$ cat config.mk
export PLATFORM = sky130hd
export DESIGN_NAME = vanilla_sb_clear_gen_flat
export DESIGN_NICKNAME = d
export VERILOG_FILES = /design/src/rtl/vanilla_sb_clear_gen_if.sv /design/src/rtl/vanilla_sb_clear_gen.sv /design/src/flat_wrapper.sv
export SDC_FILE = /design/constraint.sdc
export NUM_CORES = 1
export LEC_CHECK = 0
export CORE_UTILIZATION = 51
export DETAILED_ROUTE_END_ITERATION = 16
export PLACE_DENSITY = 0.94
export SETUP_SLACK_MARGIN = 0.4
export SLEW_MARGIN = 5
export SYNTH_ARGS = -nofsm -noshare
export SYNTH_HDL_FRONTEND = slang
export SYNTH_SLANG_ARGS = --single-unit
$ cat constraint.sdc
create_clock -name clk_i -period 7.78 [get_ports clk_i]
set_clock_uncertainty 0.15 [all_clocks]
set_input_delay 1.556 -clock clk_i [delete_from_list [all_inputs] [get_ports clk_i]]
set_output_delay 1.556 -clock clk_i [all_outputs]
set_load 0.02 [all_outputs]
$ cat src/rtl/vanilla_sb_clear_gen_if.sv
//------------------------------------------------------------------------------
// Module  : vanilla_sb_clear_gen_if
// Brief   : Response/long-op/writeback bundle for the scoreboard clear generator.
//           Check ports exist only with VANILLA_SB_CLEAR_CHECK_EN defined.
// Revision: 1.0 - initial release
//------------------------------------------------------------------------------
`default_nettype none

interface vanilla_sb_clear_gen_if #(
  parameter int data_width_p     = 32,
  parameter int reg_addr_width_p = 5
) ();
  logic                        remote_v_i;
  logic                        remote_float_i;
  logic [reg_addr_width_p-1:0] remote_id_i;
  logic [data_width_p-1:0]     remote_data_i;
  logic                        remote_ready_o;
  logic                        idiv_v_i;
  logic [reg_addr_width_p-1:0] idiv_id_i;
  logic [data_width_p-1:0]     idiv_data_i;
  logic                        idiv_yumi_o;
  logic                        fdiv_v_i;
  logic [reg_addr_width_p-1:0] fdiv_id_i;
  logic [data_width_p-1:0]     fdiv_data_i;
  logic                        fdiv_yumi_o;
  logic                        int_wb_stall_i;
  logic                        float_wb_stall_i;
  logic                        int_sb_clear_o;
  logic [reg_addr_width_p-1:0] int_sb_clear_id_o;
  logic [data_width_p-1:0]     int_wb_data_o;
  logic                        float_sb_clear_o;
  logic [reg_addr_width_p-1:0] float_sb_clear_id_o;
  logic [data_width_p-1:0]     float_wb_data_o;
  logic                        err_o;
`ifdef VANILLA_SB_CLEAR_CHECK_EN
  logic                        int_sb_set_i;
  logic [reg_addr_width_p-1:0] int_sb_set_id_i;
  logic                        float_sb_set_i;
  logic [reg_addr_width_p-1:0] float_sb_set_id_i;
`endif

  modport slave (
    input  remote_v_i, remote_float_i, remote_id_i, remote_data_i,
    output remote_ready_o,
    input  idiv_v_i, idiv_id_i, idiv_data_i,
    output idiv_yumi_o,
    input  fdiv_v_i, fdiv_id_i, fdiv_data_i,
    output fdiv_yumi_o,
    input  int_wb_stall_i, float_wb_stall_i,
    output int_sb_clear_o, int_sb_clear_id_o, int_wb_data_o,
    output float_sb_clear_o, float_sb_clear_id_o, float_wb_data_o,
`ifdef VANILLA_SB_CLEAR_CHECK_EN
    input  int_sb_set_i, int_sb_set_id_i, float_sb_set_i, float_sb_set_id_i,
`endif
    output err_o
  );

  modport master (
    output remote_v_i, remote_float_i, remote_id_i, remote_data_i,
    input  remote_ready_o,
    output idiv_v_i, idiv_id_i, idiv_data_i,
    input  idiv_yumi_o,
    output fdiv_v_i, fdiv_id_i, fdiv_data_i,
    input  fdiv_yumi_o,
    output int_wb_stall_i, float_wb_stall_i,
    input  int_sb_clear_o, int_sb_clear_id_o, int_wb_data_o,
    input  float_sb_clear_o, float_sb_clear_id_o, float_wb_data_o,
`ifdef VANILLA_SB_CLEAR_CHECK_EN
    output int_sb_set_i, int_sb_set_id_i, float_sb_set_i, float_sb_set_id_i,
`endif
    input  err_o
  );
endinterface

`default_nettype wire

$ cat src/rtl/vanilla_sb_clear_gen.sv
//------------------------------------------------------------------------------
// Module  : vanilla_sb_clear_gen
// Brief   : Arbitrates remote/idiv/fdiv completions onto int/float writeback and
//           pulses scoreboard clears. Optional checker: VANILLA_SB_CLEAR_CHECK_EN.
// Revision: 1.0 - initial release
//------------------------------------------------------------------------------
`default_nettype none

module vanilla_sb_clear_gen #(
  parameter int data_width_p     = 32,
  parameter int reg_addr_width_p = 5,
  parameter int fifo_els_p       = 2
) (
  input  logic                  clk_i,
  input  logic                  reset_ni,
  vanilla_sb_clear_gen_if.slave bus
);

  localparam int c_ptr_w = $clog2(fifo_els_p);
  localparam int c_cnt_w = $clog2(fifo_els_p + 1);

  logic                        r_fifo_float [fifo_els_p];
  logic [reg_addr_width_p-1:0] r_fifo_id    [fifo_els_p];
  logic [data_width_p-1:0]     r_fifo_data  [fifo_els_p];
  logic [c_ptr_w-1:0]          r_wr_ptr, r_rd_ptr;
  logic [c_cnt_w-1:0]          r_count;

  logic                        r_int_last_rem, r_float_last_rem;
  logic                        r_int_clear, r_float_clear;
  logic [reg_addr_width_p-1:0] r_int_id, r_float_id;
  logic [data_width_p-1:0]     r_int_data, r_float_data;

  logic w_push, w_pop, w_head_v, w_head_float;
  logic w_int_rem_req, w_float_rem_req;
  logic w_int_gnt_div, w_int_gnt_rem, w_float_gnt_div, w_float_gnt_rem;

  assign bus.remote_ready_o = (r_count < c_cnt_w'(fifo_els_p));
  assign w_push             = bus.remote_v_i & bus.remote_ready_o;
  assign w_head_v           = (r_count != '0);
  assign w_head_float       = r_fifo_float[r_rd_ptr];
  assign w_int_rem_req      = w_head_v & ~w_head_float;
  assign w_float_rem_req    = w_head_v &  w_head_float;

  // On a tie the source that did not win last time gets the port.
  assign w_int_gnt_div   = ~bus.int_wb_stall_i & bus.idiv_v_i & (~w_int_rem_req | r_int_last_rem);
  assign w_int_gnt_rem   = ~bus.int_wb_stall_i & w_int_rem_req & (~bus.idiv_v_i | ~r_int_last_rem);
  assign w_float_gnt_div = ~bus.float_wb_stall_i & bus.fdiv_v_i & (~w_float_rem_req | r_float_last_rem);
  assign w_float_gnt_rem = ~bus.float_wb_stall_i & w_float_rem_req & (~bus.fdiv_v_i | ~r_float_last_rem);
  assign w_pop           = w_int_gnt_rem | w_float_gnt_rem;

  assign bus.idiv_yumi_o = w_int_gnt_div;
  assign bus.fdiv_yumi_o = w_float_gnt_div;

  always_ff @(posedge clk_i) begin
    if (w_push) begin
      r_fifo_float[r_wr_ptr] <= bus.remote_float_i;
      r_fifo_id[r_wr_ptr]    <= bus.remote_id_i;
      r_fifo_data[r_wr_ptr]  <= bus.remote_data_i;
    end
  end

  always_ff @(posedge clk_i or negedge reset_ni) begin
    if (!reset_ni) begin
      r_wr_ptr         <= '0;
      r_rd_ptr         <= '0;
      r_count          <= '0;
      r_int_last_rem   <= 1'b1;
      r_float_last_rem <= 1'b1;
      r_int_clear      <= 1'b0;
      r_float_clear    <= 1'b0;
      r_int_id         <= '0;
      r_float_id       <= '0;
      r_int_data       <= '0;
      r_float_data     <= '0;
    end else begin
      if (w_push) r_wr_ptr <= r_wr_ptr + 1'b1;
      if (w_pop)  r_rd_ptr <= r_rd_ptr + 1'b1;
      case ({w_push, w_pop})
        2'b10:   r_count <= r_count + 1'b1;
        2'b01:   r_count <= r_count - 1'b1;
        default: r_count <= r_count;
      endcase

      r_int_clear <= w_int_gnt_div | w_int_gnt_rem;
      if (w_int_gnt_div | w_int_gnt_rem) r_int_last_rem <= w_int_gnt_rem;
      if (w_int_gnt_div) begin
        r_int_id   <= bus.idiv_id_i;
        r_int_data <= bus.idiv_data_i;
      end else if (w_int_gnt_rem) begin
        r_int_id   <= r_fifo_id[r_rd_ptr];
        r_int_data <= r_fifo_data[r_rd_ptr];
      end

      r_float_clear <= w_float_gnt_div | w_float_gnt_rem;
      if (w_float_gnt_div | w_float_gnt_rem) r_float_last_rem <= w_float_gnt_rem;
      if (w_float_gnt_div) begin
        r_float_id   <= bus.fdiv_id_i;
        r_float_data <= bus.fdiv_data_i;
      end else if (w_float_gnt_rem) begin
        r_float_id   <= r_fifo_id[r_rd_ptr];
        r_float_data <= r_fifo_data[r_rd_ptr];
      end
    end
  end

  assign bus.int_sb_clear_o      = r_int_clear;
  assign bus.int_sb_clear_id_o   = r_int_id;
  assign bus.int_wb_data_o       = r_int_data;
  assign bus.float_sb_clear_o    = r_float_clear;
  assign bus.float_sb_clear_id_o = r_float_id;
  assign bus.float_wb_data_o     = r_float_data;

`ifdef VANILLA_SB_CLEAR_CHECK_EN
  localparam int c_regs = 2 ** reg_addr_width_p;

  logic [c_regs-1:0] r_int_pend, r_float_pend;
  logic [c_regs-1:0] w_int_set, w_int_clr, w_float_set, w_float_clr;
  logic              r_err, w_int_bad_clr, w_float_bad_clr, w_int_bad_set, w_float_bad_set;

  always_comb begin
    w_int_set   = '0;
    w_int_clr   = '0;
    w_float_set = '0;
    w_float_clr = '0;
    if (bus.int_sb_set_i)   w_int_set[bus.int_sb_set_id_i]     = 1'b1;
    if (r_int_clear)        w_int_clr[r_int_id]                = 1'b1;
    if (bus.float_sb_set_i) w_float_set[bus.float_sb_set_id_i] = 1'b1;
    if (r_float_clear)      w_float_clr[r_float_id]            = 1'b1;
  end

  // A set landing on an id that is being cleared this cycle is legitimate reuse.
  assign w_int_bad_clr   = r_int_clear & ~r_int_pend[r_int_id];
  assign w_float_bad_clr = r_float_clear & ~r_float_pend[r_float_id];
  assign w_int_bad_set   = bus.int_sb_set_i & r_int_pend[bus.int_sb_set_id_i] & ~w_int_clr[bus.int_sb_set_id_i];
  assign w_float_bad_set = bus.float_sb_set_i & r_float_pend[bus.float_sb_set_id_i] & ~w_float_clr[bus.float_sb_set_id_i];

  always_ff @(posedge clk_i or negedge reset_ni) begin
    if (!reset_ni) begin
      r_int_pend   <= '0;
      r_float_pend <= '0;
      r_err        <= 1'b0;
    end else begin
      r_int_pend   <= (r_int_pend & ~w_int_clr) | w_int_set;
      r_float_pend <= (r_float_pend & ~w_float_clr) | w_float_set;
      if (w_int_bad_clr | w_float_bad_clr | w_int_bad_set | w_float_bad_set) r_err <= 1'b1;
      if (w_int_bad_clr)   $error("int clear of non-pending id %0d", r_int_id);
      if (w_float_bad_clr) $error("float clear of non-pending id %0d", r_float_id);
    end
  end

  assign bus.err_o = r_err;
`else
  assign bus.err_o = 1'b0;
`endif

endmodule

`default_nettype wire

$ cat src/flat_wrapper.sv
// flat-port wrapper written by rule: the top's interface ports become plain ports
module vanilla_sb_clear_gen_flat 
#(
  parameter int data_width_p     = 32,
  parameter int reg_addr_width_p = 5,
  parameter int fifo_els_p       = 2
)
  (clk_i, reset_ni, bus_remote_v_i, bus_remote_float_i, bus_remote_id_i, bus_remote_data_i, bus_remote_ready_o, bus_idiv_v_i, bus_idiv_id_i, bus_idiv_data_i, bus_idiv_yumi_o, bus_fdiv_v_i, bus_fdiv_id_i, bus_fdiv_data_i, bus_fdiv_yumi_o, bus_int_wb_stall_i, bus_float_wb_stall_i, bus_int_sb_clear_o, bus_int_sb_clear_id_o, bus_int_wb_data_o, bus_float_sb_clear_o, bus_float_sb_clear_id_o, bus_float_wb_data_o, bus_err_o);
  vanilla_sb_clear_gen_if #(.data_width_p(data_width_p), .reg_addr_width_p(reg_addr_width_p)) bus_i ();
  input  logic clk_i;
  input  logic reset_ni;
  input wire logic [$bits(bus_i.remote_v_i)-1:0] bus_remote_v_i;
  input wire logic [$bits(bus_i.remote_float_i)-1:0] bus_remote_float_i;
  input wire logic [$bits(bus_i.remote_id_i)-1:0] bus_remote_id_i;
  input wire logic [$bits(bus_i.remote_data_i)-1:0] bus_remote_data_i;
  output wire logic [$bits(bus_i.remote_ready_o)-1:0] bus_remote_ready_o;
  input wire logic [$bits(bus_i.idiv_v_i)-1:0] bus_idiv_v_i;
  input wire logic [$bits(bus_i.idiv_id_i)-1:0] bus_idiv_id_i;
  input wire logic [$bits(bus_i.idiv_data_i)-1:0] bus_idiv_data_i;
  output wire logic [$bits(bus_i.idiv_yumi_o)-1:0] bus_idiv_yumi_o;
  input wire logic [$bits(bus_i.fdiv_v_i)-1:0] bus_fdiv_v_i;
  input wire logic [$bits(bus_i.fdiv_id_i)-1:0] bus_fdiv_id_i;
  input wire logic [$bits(bus_i.fdiv_data_i)-1:0] bus_fdiv_data_i;
  output wire logic [$bits(bus_i.fdiv_yumi_o)-1:0] bus_fdiv_yumi_o;
  input wire logic [$bits(bus_i.int_wb_stall_i)-1:0] bus_int_wb_stall_i;
  input wire logic [$bits(bus_i.float_wb_stall_i)-1:0] bus_float_wb_stall_i;
  output wire logic [$bits(bus_i.int_sb_clear_o)-1:0] bus_int_sb_clear_o;
  output wire logic [$bits(bus_i.int_sb_clear_id_o)-1:0] bus_int_sb_clear_id_o;
  output wire logic [$bits(bus_i.int_wb_data_o)-1:0] bus_int_wb_data_o;
  output wire logic [$bits(bus_i.float_sb_clear_o)-1:0] bus_float_sb_clear_o;
  output wire logic [$bits(bus_i.float_sb_clear_id_o)-1:0] bus_float_sb_clear_id_o;
  output wire logic [$bits(bus_i.float_wb_data_o)-1:0] bus_float_wb_data_o;
  output wire logic [$bits(bus_i.err_o)-1:0] bus_err_o;
  assign bus_i.remote_v_i = bus_remote_v_i;
  assign bus_i.remote_float_i = bus_remote_float_i;
  assign bus_i.remote_id_i = bus_remote_id_i;
  assign bus_i.remote_data_i = bus_remote_data_i;
  assign bus_remote_ready_o = bus_i.remote_ready_o;
  assign bus_i.idiv_v_i = bus_idiv_v_i;
  assign bus_i.idiv_id_i = bus_idiv_id_i;
  assign bus_i.idiv_data_i = bus_idiv_data_i;
  assign bus_idiv_yumi_o = bus_i.idiv_yumi_o;
  assign bus_i.fdiv_v_i = bus_fdiv_v_i;
  assign bus_i.fdiv_id_i = bus_fdiv_id_i;
  assign bus_i.fdiv_data_i = bus_fdiv_data_i;
  assign bus_fdiv_yumi_o = bus_i.fdiv_yumi_o;
  assign bus_i.int_wb_stall_i = bus_int_wb_stall_i;
  assign bus_i.float_wb_stall_i = bus_float_wb_stall_i;
  assign bus_int_sb_clear_o = bus_i.int_sb_clear_o;
  assign bus_int_sb_clear_id_o = bus_i.int_sb_clear_id_o;
  assign bus_int_wb_data_o = bus_i.int_wb_data_o;
  assign bus_float_sb_clear_o = bus_i.float_sb_clear_o;
  assign bus_float_sb_clear_id_o = bus_i.float_sb_clear_id_o;
  assign bus_float_wb_data_o = bus_i.float_wb_data_o;
  assign bus_err_o = bus_i.err_o;
  vanilla_sb_clear_gen #(.data_width_p(data_width_p), .reg_addr_width_p(reg_addr_width_p), .fifo_els_p(fifo_els_p)) u_core (.clk_i(clk_i), .reset_ni(reset_ni), .bus(bus_i));
endmodule
# Word level (Yosys, flattened, before mapping)
# Memory sizes are Yosys's and may differ from the RTL's.
# Cells that the tools add are included.
[totals]
mem_bits_rw = 76
memories = 3
out_inout_bits = 80
register_bits = 82
word_cells = 63
[mem_list]
columns = ["memory", "depth", "word_bits", "read_ports", "rd_ports_with_merged_regs", "wr", "line", "text"]
rows = [
  ["u_core.r_fifo_data", 2, 32, 1, 0, 1, "vanilla_sb_clear_gen.sv:24", "logic [data_width_p-1:0] r_fifo_data [fifo_els_p];"],
  ["u_core.r_fifo_id", 2, 5, 1, 0, 1, "vanilla_sb_clear_gen.sv:23", "logic [reg_addr_width_p-1:0] r_fifo_id [fifo_els_p];"],
  ["u_core.r_fifo_float", 2, 1, 1, 0, 1, "vanilla_sb_clear_gen.sv:22", "logic r_fifo_float [fifo_els_p];"],
]
[classes]
n_addsub = 4
bitwise = 27
n_lt_le_gt_ge = 1
eq_ne = 2
muxes = 11
n_reduce_logical = 4
[op_table]
columns = ["op", "n"]
rows = [
  ["$mux 32", 4],
  ["$mux 5", 4],
  ["$and 1x1->1", 11],
  ["$not 1->1", 9],
  ["$reduce_bool 2->1", 4],
  ["$or 1x1->1", 7],
  ["$pmux 2 s2", 1],
  ["$add 1x1->1 const B", 2],
  ["$add 2x1->2 const B", 1],
  ["$eq 2x1->1 const B", 1],
  ["$eq 2x2->1 const B", 1],
  ["$lt 2x2->1 const B", 1],
  ["$mux 1", 2],
  ["$sub 2x1->2 const B", 1],
]

# Depth between registers and ports, before layout
# An unclocked memory read counts as a cell.
[logic_depth]
word_depth = 8
mapped_depth = 8
depth_no_buf = 7

# Least setup slack after synthesis
# OpenSTA, ideal clock, no wires.
[synth_timing]
path_kind = "input -> output"
from = "in bus_idiv_v_i"
to = "out bus_idiv_yumi_o"
path_stages = 4
path_buffers = 2
arrival_time_ns = 2.463
setup_slack_ns = 3.611
cell_sequence = "nor2b_1 > o31a_1 > buf_2 > buf_1"
[synth_via]
elab_chain_cells = 2
[synth_lines]
columns = ["element", "line", "text"]
rows = [
  ["start, declared", "flat_wrapper.sv:17", "input wire logic [$bits(bus_i.idiv_v_i)-1:0] bus_idiv_v_i;"],
  ["$and 1x1->1 (2 in series)", "vanilla_sb_clear_gen.sv:45", "assign w_int_gnt_div = ~bus.int_wb_stall_i & bus.idiv_v_i & (~w_int_rem_req | r_int_last_rem);"],
  ["end, declared", "flat_wrapper.sv:20", "output wire logic [$bits(bus_i.idiv_yumi_o)-1:0] bus_idiv_yumi_o;"],
]
# No other way between the ends.

# Worst setup path in the final report
[layout_timing]
from = "in bus_fdiv_v_i"
to = "out bus_fdiv_yumi_o"
[layout_via]
elab_chain_cells = 2
[layout_lines]
columns = ["element", "line", "text"]
rows = [
  ["start, declared", "flat_wrapper.sv:21", "input wire logic [$bits(bus_i.fdiv_v_i)-1:0] bus_fdiv_v_i;"],
  ["$and 1x1->1 (2 in series)", "vanilla_sb_clear_gen.sv:47", "assign w_float_gnt_div = ~bus.float_wb_stall_i & bus.fdiv_v_i & (~w_float_rem_req | r_float_last_rem);"],
  ["end, declared", "flat_wrapper.sv:24", "output wire logic [$bits(bus_i.fdiv_yumi_o)-1:0] bus_fdiv_yumi_o;"],
]
# No other way between the ends.

==> metrics list <==
- The flow ran to the end, and the final reports show no timing, DRC or antenna violations.
* Die height: 115.2 um
- The initial antenna violation count is 0.
- The tool flagged a number of max-cap violations equal to 0.
* Highest clock frequency the design can meet: 0.2059 GHz
- Setup violations remaining at the end of the flow were counted as 0.
- Area of the core region: 12260 um^2
- In this run, CTS created clock tree buffers numbering 17.
- Clock edge transition at the registers on the reported setup and hold paths: 0.06 ns
- Global routing finished with a remaining overflow of 0.
- The path class of the tightest hold or removal check is reg2reg.
- Distinct cells, synth: 28
- Average wire per standard cell: 18.86 um
- First-pass GRT wire length: 24980 um
- Launching element type of the critical path: primary input
- Across every metal layer, demand over resource in global routing totals 25.83%.
* Data required time at the worst endpoint: 6.07 ns
* Routed vias/inst: 5.355
- TritonCTS built the clock tree.
- IR analysis of the VDD net gives a maximum drop of 0.2207 mV.
- The first TritonRoute pass finished after 5 iterations.
- Setup repair after global routing left no endpoint under its margin.
- Number of synthesized flops with an enable pin: 76
- The final critical path takes up 62.41% of the cycle.
* Core Rows: 40
- Count of final max-slew check failures: 0
- Total negative slack for setup checks: 0 ns
- Number of hold buffers added after cts: 0
- In this run the worst path has a maximum fanout of 2.
* Proportion of register bits with asynchronous set or reset after synthesis: 51.90%
- Post-place setup slack: 2.937 ns
- Net count after synthesis: 595
- 199 I/O pins were placed.
* Most area-hungry cell type in the Yosys netlist: edfxtp_1
- Number of register bits inferred by synthesis: 158
- Cells after Synth: 475
- Input and output buffers added on the ports amount to 197.
- In the routed design, unresolved DRC markers number 0.
- The initial utilization of the core area, before any placement, comes to 53.33%.
- Among all flip-flop cells after synthesis, the most frequent one is dfrtp_1.
- The die covers 13280 um^2.
* Worst-margin pin slew: 1.097 ns
- The setup path with the least slack is of type in2out.
- Area share of the leading cell type in the synthesized netlist: 34.90%
- The via count of the first global-routing pass was 5007.
- The worst path meets setup with 2.924 ns of slack.
- At the later pin of the worst-skew pair, clock insertion delay measures 0.43 ns.
- The filler cells instantiated in the layout total 777.
- The tree is rooted in a clkbuf_16.
- The worst pin sits at a relative slew slack of 26.88%.
* Clock sink total: 158
* HPWL after detailed placement: 10770 um
* Bufs on Longest Clock Path: 2
- In this run the horizontal extent of the chip is 115.2 um.
- Syn Std Cell Area: 6539 um^2
* Total of warnings raised by yosys: 0
- Final Hold Vio Count: 0
- Min Tclk post-route: 4.856 ns
- Post-cts resize count: 0
- Pin count of the biggest net entering global routing: 83
* Power per standard cell area: 391.6 nW/um^2
* Cell types with the largest area share after synthesis: edfxtp_1 (35%), dfrtp_1 (31%), mux2i_1 (11%)
* Layout Nets: 790
- Worst Path Arrival: 3.15 ns
- STA classifies the critical path endpoint as an output pin.
- Area growth, synth to finish: 40.76%
- P_leak: 3.390 nW
- Routability congestion estimate: 0.7743
- Overall power consumption after layout is estimated at 3.604 mW.
* Average cell area after synthesis: 13.77 um^2
- Fraction of final layout cells with drive strength greater than 1: 12.30%
- Buffers added to address setup during post-CTS repair amount to 0.
- ANT cells: 0
* Total vias in the final route: 4557
* Depth of the CTS H-tree: 4
* Final ANT Viol Nets: 0
- The detailed router finished its first iteration with 237 violations.
- The final layout contains routed wiring with a total length of 16050 um.
* Proportion of synthesized chip area in sequential cells: 66.32%
flip-flops by register name, indices dropped and copies added (netlist names):
register                        cells
u_core.bus.float_sb_clear_id_o      5
u_core.bus.float_wb_data_o         32
u_core.r_fifo_data                 64
u_core.r_fifo_float                 2
u_core.bus.int_sb_clear_id_o        5
u_core.r_count                      2
u_core.bus.float_sb_clear_o         1
u_core.r_fifo_id                   10
u_core.r_int_last_rem               1
u_core.bus.int_wb_data_o           32
u_core.r_float_last_rem             1
u_core.r_rd_ptr                     1
u_core.bus.int_sb_clear_o           1
u_core.r_wr_ptr                     1
stage by stage:
step / cell area (um^2) / utilization (%) / instances / hold slack, ns
global route: 9204 / 75.06 / 851 / 0.4312
CTS: 9204 / 75.06 / 851 / 0.4023
floorplan: 6539 / - / 475 / 0.3115
detailed placement: 8637 / 70.44 / 819 / 0.3709
finish: 9204 / 75.06 / 851 / 0.3970
global placement: 8637 / 70.44 / 819 / 0.3521
worst max-delay path, cell delays in order:
cell             delay [ns]
clkdlybuf4s50_1        0.52
nor2b_1                0.20
o31a_2                 0.25
clkdlybuf4s50_1        0.63
worst paths after layout:
check	startpoint	endpoint	slack, ns	cells after the start
max in group asynchronous	reset_ni	u_core.r_rd_ptr	5.52	1
max	bus_fdiv_v_i	bus_fdiv_yumi_o	2.92	4
max reg2reg	u_core.r_rd_ptr	u_core.r_count[1]	4.43	7
min reg2reg	u_core.r_count[0]	u_core.r_count[0]	0.40	1
min in group asynchronous	reset_ni	u_core.bus.int_wb_data_o[0]	1.16	1
min	u_core.r_count[0]	u_core.r_count[0]	0.40	1
cells by family after synthesis:
family,Yosys count,share of synthesized area [%]
DFF,158,66.32
xor gates and xnor gates,5,0.6697
other,1,0.05735
muxes,113,18.08
adders and majority gates,1,0.1913
and+or+nand+nor,87,5.281
AOI/OAI and AO/OA,80,6.984
buffers and inverters,30,2.411
layer usage:
layer	part of all wire, %	global-route usage (%)	routed length, um
met1	38	27.44	6170
met2	53	46.91	8529
met3	5.8	7.011	931
met4	2.6	13.42	416
met5	0	0	0
placed cells by master (no fill, tap or decap), drive strengths merged, types with 3 or more instances in the layout:
cell type	n
edfxtp	76
xnor2	4
buf	9
dfrtp	80
mux2i	75
or2	3
clkinvlp	5
o21ai	74
clkinv	5
nand2	75
mux2	38
clkbuf	20
nor2	4
clkdlybuf4s50	196
synth_stat cells, drive strengths merged (3+ instances only):
master / number
clkbuf: 9
nor2: 4
or2: 3
xnor2: 4
dfrtp: 80
mux2: 38
mux2i: 75
edfxtp: 76
buf: 20
nand2: 75
o21ai: 74
cell type report:
cell class                 instances  area, um^2  share of cell area [%]
clock buffer                      20       446.7                   4.853
clock inverter                    12       120.1                   1.305
inverter                           1       3.754                 0.04078
multi-input combinational        287        2056                   22.34
sequential                       158        4338                   47.13
tap                              168       210.2                   2.284
timing repair buffer             205        2029                   22.05
power by group:
group / switching (mW) / total (mW) / internal, mW
registers: 0.152 / 1.33 / 1.18
clock network: 0.318 / 0.793 / 0.475
logic: 0.775 / 1.48 / 0.703
total: 1.25 / 3.60 / 2.36
(Power assumes the default switching activity.)
